### src/rtl/seg_pkg.sv
// seg_pkg: shared segment polarity, blanking constants, hex patterns and frame type for the scan driver.
package seg_pkg;
  localparam logic SEG_ON = 1'b0;
  localparam logic SEG_OFF = 1'b1;
  localparam logic [7:0] SEG_BLANK = 8'hFF;
  localparam logic [7:0] AN_OFF = 8'hFF;
  localparam logic [6:0] HEX_PAT [16] = '{
    7'h40, 7'h79, 7'h24, 7'h30, 7'h19, 7'h12, 7'h02, 7'h78,
    7'h00, 7'h10, 7'h08, 7'h03, 7'h46, 7'h21, 7'h06, 7'h0E
  };
  typedef struct packed {
    logic [31:0] data;
    logic [7:0]  dp;
    logic [7:0]  en;
  } frame_t;
endpackage

### src/rtl/seg_hex_decode.sv
// seg_hex_decode: 4-bit nibble to active-low {g..a} segment pattern.
module seg_hex_decode
  import seg_pkg::*;
(
  input  logic [3:0] nib,
  output logic [6:0] pat
);
  assign pat = HEX_PAT[nib];
endmodule

### src/rtl/seg_scan_driver.sv
// seg_scan_driver: double-buffered 8-digit hex display driver with boundary swap and post-change blanking.
// Define SEG_LZ_SUPPRESS_EN to blank leading zero digits (mask fixed at swap time).
module seg_scan_driver
  import seg_pkg::*;
#(
  parameter int BLANK_CYCLES = 2
) (
  input  logic        clk,
  input  logic        rst,
  input  logic [2:0]  dig_id,
  input  logic        wr_valid,
  output logic        wr_ready,
  input  logic [31:0] wr_data,
  input  logic [7:0]  wr_dp,
  input  logic [7:0]  wr_en,
  output logic [7:0]  an_n,
  output logic [7:0]  seg_n,
  output logic        frame_done
);
  localparam int CW = BLANK_CYCLES > 1 ? $clog2(BLANK_CYCLES) : 1;
  localparam logic [CW-1:0] LOAD = CW'(BLANK_CYCLES > 0 ? BLANK_CYCLES - 1 : 0);
  localparam logic BLANK_EN = BLANK_CYCLES != 0;
  frame_t active, shadow, active_nx, shown;
  logic pending, accept, change, boundary, blank, lit;
  logic [2:0] dig_q;
  logic [CW-1:0] cnt, cnt_nx;
  logic [6:0] pat;
  logic [7:0] an_nx, seg_nx;
`ifdef SEG_LZ_SUPPRESS_EN
  // Digits above the highest nonzero nibble are leading zeros; digit 0 always stays.
  function automatic logic [7:0] lz_en(input frame_t f);
    logic lead;
    lead = 1'b1;
    lz_en = f.en;
    for (int i = 7; i >= 1; i--) begin
      if (f.data[i*4+:4] != 4'h0) lead = 1'b0;
      if (lead) lz_en[i] = 1'b0;
    end
  endfunction
  always_comb begin
    shown = shadow;
    shown.en = lz_en(shadow);
  end
`else
  assign shown = shadow;
`endif
  assign wr_ready = !pending;
  assign accept = wr_valid && !pending;
  assign change = dig_id != dig_q;
  assign boundary = dig_q == 3'd7 && dig_id == 3'd0;
  assign active_nx = (boundary && pending) ? shown : active;
  assign blank = BLANK_EN && (change || cnt != '0);
  assign lit = !blank && active_nx.en[dig_id];
  seg_hex_decode u_dec (
    .nib(active_nx.data[dig_id*4+:4]),
    .pat(pat)
  );
  always_comb begin
    cnt_nx = (BLANK_EN && change) ? LOAD : (cnt != '0) ? cnt - 1'b1 : '0;
    an_nx = lit ? ~(8'd1 << dig_id) : AN_OFF;
    seg_nx = lit ? {active_nx.dp[dig_id] ? SEG_ON : SEG_OFF, pat} : SEG_BLANK;
  end
  always_ff @(posedge clk or negedge rst)
    if (!rst) begin
      dig_q <= '0;
      cnt <= '0;
      pending <= 1'b0;
      active <= '0;
      shadow <= '0;
      an_n <= AN_OFF;
      seg_n <= SEG_BLANK;
      frame_done <= 1'b0;
    end else begin
      dig_q <= dig_id;
      cnt <= cnt_nx;
      active <= active_nx;
      pending <= accept ? 1'b1 : boundary ? 1'b0 : pending;
      if (accept) shadow <= '{data: wr_data, dp: wr_dp, en: wr_en};
      an_n <= an_nx;
      seg_n <= seg_nx;
      frame_done <= boundary;
    end
endmodule

### config.mk
export PLATFORM = sky130hd
export DESIGN_NAME = seg_scan_driver
export DESIGN_NICKNAME = d
export VERILOG_FILES = /design/src/rtl/seg_pkg.sv /design/src/rtl/seg_hex_decode.sv /design/src/rtl/seg_scan_driver.sv
export SDC_FILE = /design/constraint.sdc
export NUM_CORES = 1
export LEC_CHECK = 0
export BUFFER_PORTS_ARGS = -buffer_cell sky130_fd_sc_hd__buf_2
export CAP_MARGIN = 20
export CORE_AREA = 2 2 103 105
export DETAILED_ROUTE_END_ITERATION = 12
export DIE_AREA = 0 0 105 107
export GPL_ROUTABILITY_DRIVEN = 0
export PLACE_DENSITY = 0.76
export SKIP_LAST_GASP = 1
export SYNTH_ARGS = -nofsm -noshare
export SYNTH_HDL_FRONTEND = slang
export SYNTH_SLANG_ARGS = --single-unit
### constraint.sdc
create_clock -name clk -period 2.1 [get_ports clk]
set_input_delay 0.525 -clock clk [delete_from_list [all_inputs] [get_ports clk]]
set_output_delay 0.525 -clock clk [all_outputs]
set_load 0.05 [all_outputs]
Yosys cells after proc, flatten, opt, wreduce, memory -nomap -nowiden
Memory sizes are Yosys's and may differ from the RTL's.
Cells that the tools add are included.
{ "op_classes": {"n_mux": 14, "bitwise": 2, "n_eq_ne": 2, "order_cmp": 2, "addsub": 1, "shifts": 2, "reduce_logical": 9} }
{ "op_table": {"columns": ["operator", "count"], "rows": [
  ["48-bit two-way mux", 1],
  ["32-bit by 6-bit variable part select with 4-bit output", 1],
  ["8-bit two-way mux", 2],
  ["7-bit two-way mux", 2],
  ["8-bit NOT", 1],
  ["1-bit by 3-bit left shift with 8-bit output, first input constant", 1],
  ["1-bit two-way mux", 7],
  ["1-bit binary-select mux with 3-bit select", 2],
  ["5-bit greater-or-equal comparator, second input constant", 1],
  ["4-bit NOT with 5-bit output", 1],
  ["1-bit logical AND", 4],
  ["3-bit by 4-bit < comparator with 1-bit output, second input constant", 1],
  ["3-bit equality test, second input constant", 1],
  ["3-bit zero test", 1],
  ["3-bit != test", 1],
  ["1-bit zero test", 2],
  ["2-bit nonzero test", 1],
  ["1-bit logical OR", 1],
  ["1-bit subtractor, second input constant", 1]
]} }
{ "totals": {"mem_bits_ro": 112, "mem_count": 1, "wordCells": 45, "reg_bits": 118} }
{ "mem_list": {"columns": ["memory", "words", "word_bits", "rd", "rd_clocked_by_memory_dff", "write_ports", "line_no", "rtl"], "rows": [
  ["(name not given)", 16, 7, 1, 0, 0, "seg_hex_decode.sv:8", "assign pat = HEX_PAT[nib];"]
]} }

Depth between registers and ports, before layout
{ "depth": {"depth_word": 10, "ltp_mapped": 12, "mapped_depth_nobuf": 10} }

Cells and area by module
Synthesis repeated with hierarchy kept, for this count alone.
{ "unflattened": {"cells_unflattened": 451, "hier_area_um2": 5183.7} }
{ "modules_own_cells": {"columns": ["module", "area_per_inst_um2", "cells_each", "instances"], "rows": [
  ["seg_scan_driver", 4908.5, 419, 1],
  ["seg_hex_decode", 275.3, 32, 1]
]} }

Worst setup path before layout
No wires, ideal clock.
{ "synth_path": {"path_type": "input to register", "startpoint": "input port dig_id[0]", "endpoint": "register seg_n[0]", "slack_ps": -476, "cell_stages": 10, "n_path_buf": 2, "arrival_ps": 2498, "required_time_ps": 2022, "path_cell_list": "buf_6 -> or2_2 -> buf_6 -> o31ai_1 -> nand3_1 -> nand3_1 -> inv_1 -> ha_1 -> or3_1 -> a31o_1"} }
{ "synth_via": {"elab_chain_len": 10, "elab_cells_between_ends": 16, "classes_between": "eq/ne (1); shift (1); mux (6); bitwise (1); reduce/logical (6); memory (1)"} }
{ "synth_rtl": {"columns": ["item", "line_no", "rtl"], "rows": [
  ["from (decl)", "seg_scan_driver.sv:10", "input logic [2:0] dig_id,"],
  ["3-bit zero test", "seg_scan_driver.sv:50", "assign boundary = dig_q == 3'd7 && dig_id == 3'd0;"],
  ["1-bit logical AND", "seg_scan_driver.sv:50", null],
  ["1-bit logical AND", "seg_scan_driver.sv:51", "assign active_nx = (boundary && pending) ? shown : active;"],
  ["48-bit two-way mux", "seg_scan_driver.sv:51", null],
  ["32-bit by 6-bit variable part select with 4-bit output", "seg_scan_driver.sv:55", ".nib(active_nx.data[dig_id*4+:4]),"],
  ["4-bit NOT with 5-bit output (not written as such)", "seg_hex_decode.sv:8", null],
  ["memory read 16 x 7 bit", null, null],
  ["7-bit two-way mux (not written as such) (2 in series)", "seg_hex_decode.sv:8", null],
  ["8-bit two-way mux (*)", "seg_scan_driver.sv:61", "seg_nx = lit ? {active_nx.dp[dig_id] ? SEG_ON : SEG_OFF, pat} : SEG_BLANK;"],
  ["via seg_nx[0]", "seg_scan_driver.sv:28", "logic [7:0] an_nx, seg_nx;"],
  ["to (signal assigned)", "seg_scan_driver.sv:80", "seg_n <= seg_nx;"],
  ["to (decl)", "seg_scan_driver.sv:17", "output logic [7:0] seg_n,"]
]} }
The timed path passes the listed nets; every way through them passes the cells marked *. The select of a mux whose other input is x is not followed.
A chain may end at the register's enable or synchronous reset.

Final worst setup path
{ "layout_path": {"startpoint": "input port dig_id[1]", "endpoint": "register seg_n[3]"} }
The elaborated chain is that of the path after synthesis.

==> flow_summary.yaml <==
outcome:
  status: "complete, but fails checks"
  violations: "setup timing"
worst_setup_path:
  cp-endpoint: "seg_n[3]$_DFF_PN1_"
  cp_top_family: "compound AO/OA/AOI/OAI gates"
  crit_path_top_delay_cell: "a2111o_1"
  cp_max_fo: 12
  slowest_delay_ns: 0.40
  r2r_start: "active[45]$_DFF_PN0_"
  reg2reg_depth: 8
  critPathRequiredTime_ns: 2.54
  cp.depth: 9
  startpoint_type: "input pin"
  crit_chain: "buf_2 -> nor2b_1 -> buf_4 -> a221oi_2 -> o21a_1 -> a211o_4 -> ha_1 -> nor2_1 -> a2111o_1"
  ff2ff_setup_slack_ns: -0.13
  path_class: "in2reg"
  rr_endpoint: "seg_n[0]$_DFF_PN1_"
  startpoint: "dig_id[1]"
  end_kind: "flop"
  critPathArrivalTime_ns: 2.68
  cp.buffers_inverters: 2
pwr:
  peakVddDrop_mv: 0.619
  p_per_area_mw_per_mm2: 1230
  power_leakage_nw: 3.12
  power_mw: 8.48
routing:
  num_vias: 3520
  met2WireLength_um: 5930
  ant_nets: 0
  drt-total-wl_um: 11300
  wl_met1_um: 4770
  via_per_inst: 5.39
  top_layer: "met4"
  first_iter_violations: 114
  routedWlPerCell_um: 17.3
  drc_errors: 0
  drt_pass1_iterations: 4
  wl_met3_um: 388
die:
  rows: 37
  core_mm2: 0.0101
  die_area_mm2: 0.0112
  die_y_um: 107
  initial_core_util_pct: 51.5
  dieWidth_um: 105
  io_pins: 72
finish:
  area_growth_pct: 32.4
  antenna_cells: 0
  drive_above_1_share_pct: 59.4
  final_cell_area_mm2: 0.00688
  fin_nets: 564
cts:
  insertion_delay_ns: 0.52
  cts_tree: "built"
  numCtsBuffers: 17
  htree_levels: 4
  clk_pin_slew_worst_paths_ns: 0.06
  cts_buffer_depth: 2
  cts.root.buffer_cell: "clkbuf_8"
  cts_num_sinks: 118
yosys:
  synth-edff-count: 0
  yosysMostFrequentCell: "dfrtp_1"
  yosysWarnings: 0
  synth.largest_area_cell: "dfrtp_1"
  ys_ff_latch: 118
  syn_area_mm2: 0.00520
  synth_cell_types: 57
  synth_top_cells_by_count: "102 x dfrtp_1, 91 x mux2_2, 16 x dfstp_2"
  async_flop_share_pct: 100
  syn-num-nets: 432
  synthCells: 372
  netlist_top_cells_area: "dfrtp_1 49%, mux2_2 20%, dfstp_2 8.1%"
  avgSynthCellArea_um2: 14.0
  synthDominantCellAreaShare_pct: 49.1
  synth-seq-area-share_pct: 57.2
  ys.flop_type: "dfrtp_1"
timing:
  finClkSkew_ns: 0.00885
  tightest_slew_ns: 0.447
  rsz0062_at_grt: "true"
  finalCritPeriodShare_pct: 107
  finalSetupViolCount: 6
  slew_headroom_pct: 70.2
  maxSlewViolCount: 0
  final_hold_viol_count: 0
  holdWs_ns: 0.224
  fmax_mhz: 445
  layout_setup_ws_ns: -0.147
  layout_min_cycle_time_ns: 2.25
  tns_ns: -0.549
global_route:
  grt_max_degree: 33
  grt_pass1_wl_um: 18600
  grt.total_usage_pct: 21.6
  grt_pass1_vias: 3834
  antenna_found_initial: 0
  overflow: 0
worst_hold_path:
  hp-class: "in2reg"
  hold_path_depth: 3
placed_design:
  io_buffers: 71
  hpwlAfterDp_um: 7860
  place_area_mm2: 0.00612
run:
  cap_violations: 0
==> power breakdown <==
group | leakage, nW | total [mW] | switching, mW | internal, mW
logic | 1.40 | 2.03 | 0.866 | 1.17
clock network | 0.286 | 2.84 | 0.980 | 1.86
registers | 1.43 | 3.60 | 0.516 | 3.09
total | 3.12 | 8.48 | 2.36 | 6.12
==> worst register-to-register path: cells and delay by family (launching register included) <==
family	cells	cell delay [ns]
multiplexers	1	0.28
flip-flops	1	0.39
AO/OA/AOI/OAI	4	0.89
adder cells (fa/ha/maj)	1	0.17
AND/OR/NAND/NOR	1	0.35
buffers and inverters	1	0.08
==> final cells by class <==
| cell class | instances | area, µm² |
|---|---|---|
| Fill cell | 731 | 3210 |
| Tap cell | 136 | 170 |
| Clock buffer | 23 | 457 |
| Clock inverter | 9 | 126 |
| Multi-Input combinational cell | 224 | 2240 |
| Sequential cell | 118 | 2970 |
| Inverter | 10 | 46.3 |
| Timing Repair Buffer | 133 | 867 |
==> placed cells by master (no fill, tap or decap), drive strengths merged, types with 3 or more instances in the layout <==
| cell | instances |
|---|---|
| buf | 132 |
| dfrtp | 102 |
| mux2 | 98 |
| clkbuf | 23 |
| dfstp | 16 |
| nand3 | 14 |
| nand2 | 13 |
| o21ai | 11 |
| inv | 9 |
| mux2i | 8 |
| nor2 | 8 |
| a221oi | 7 |
| ha | 6 |
| a21oi | 5 |
| clkinv | 5 |
| and3 | 4 |
| nand4 | 3 |
| o211ai | 3 |
| xnor2 | 3 |
| or3 | 3 |
| bufinv | 3 |
| nor2b | 3 |
| o221ai | 3 |
==> sequential cells by signal, summed over array words and instances (netlist names) <==
name,count
cnt,1
shadow,48
an_n,8
seg_n,8
pending,1
frame_done,1
dig_q,3
active,48
==> metal layers <==
metal	up-vias	track usage [%]
li1	1638	-
met1	1786	25.5
met2	76	37.1
met3	20	6.20
met4	0	9.52
met5	-	0
==> logic make-up after synthesis <==
family | count (synthesis) | synth area share [%]
buf+inv | 30 | 3.20
compound gates | 54 | 9.01
fa+ha+maj | 6 | 1.44
xor+xnor | 3 | 0.506
simple gates | 55 | 5.78
mux | 106 | 22.9
flops | 118 | 57.2
==> metrics by stage <==
step / setup WS (ns) / util, % / instances
5_1_grt: -0.227 / 68.2 / 653
3_5_place_dp: -0.621 / 60.7 / 614
6_report: -0.147 / 68.2 / 653
3_3_place_gp: -0.510 / 60.7 / 614
4_1_cts: -0.0797 / 67.2 / 651
2_1_floorplan: -0.244 / - / 372
==> worst min-delay path by stage <==
stage                             endpoint  slack (ns)                 start
floorplan              active[0]$_DFF_PN0_        0.23                   rst
global placement      active[12]$_DFF_PN0_        0.47  active[12]$_DFF_PN0_
detailed placement    active[33]$_DFF_PN0_        0.48  active[33]$_DFF_PN0_
CTS                 shadow[18]$_DFFE_PN0P_        0.19            wr_data[2]
global route         shadow[3]$_DFFE_PN0P_        0.22              wr_en[3]
finish              shadow[18]$_DFFE_PN0P_        0.22            wr_data[2]
==> timing repair <==
| action | in CTS | in global routing |
|---|---|---|
| buffers inserted | 4 | 2 |
| gates cloned | 0 | 0 |
| pin swaps | 3 | 4 |
| endpoints found under the hold margin | 27 | 0 |
| resized for setup | 7 | 11 |
| setup endpoints to repair | 5 | 30 |
| hold buffers | 1 | 0 |
Power figures use the tool's default switching activity.
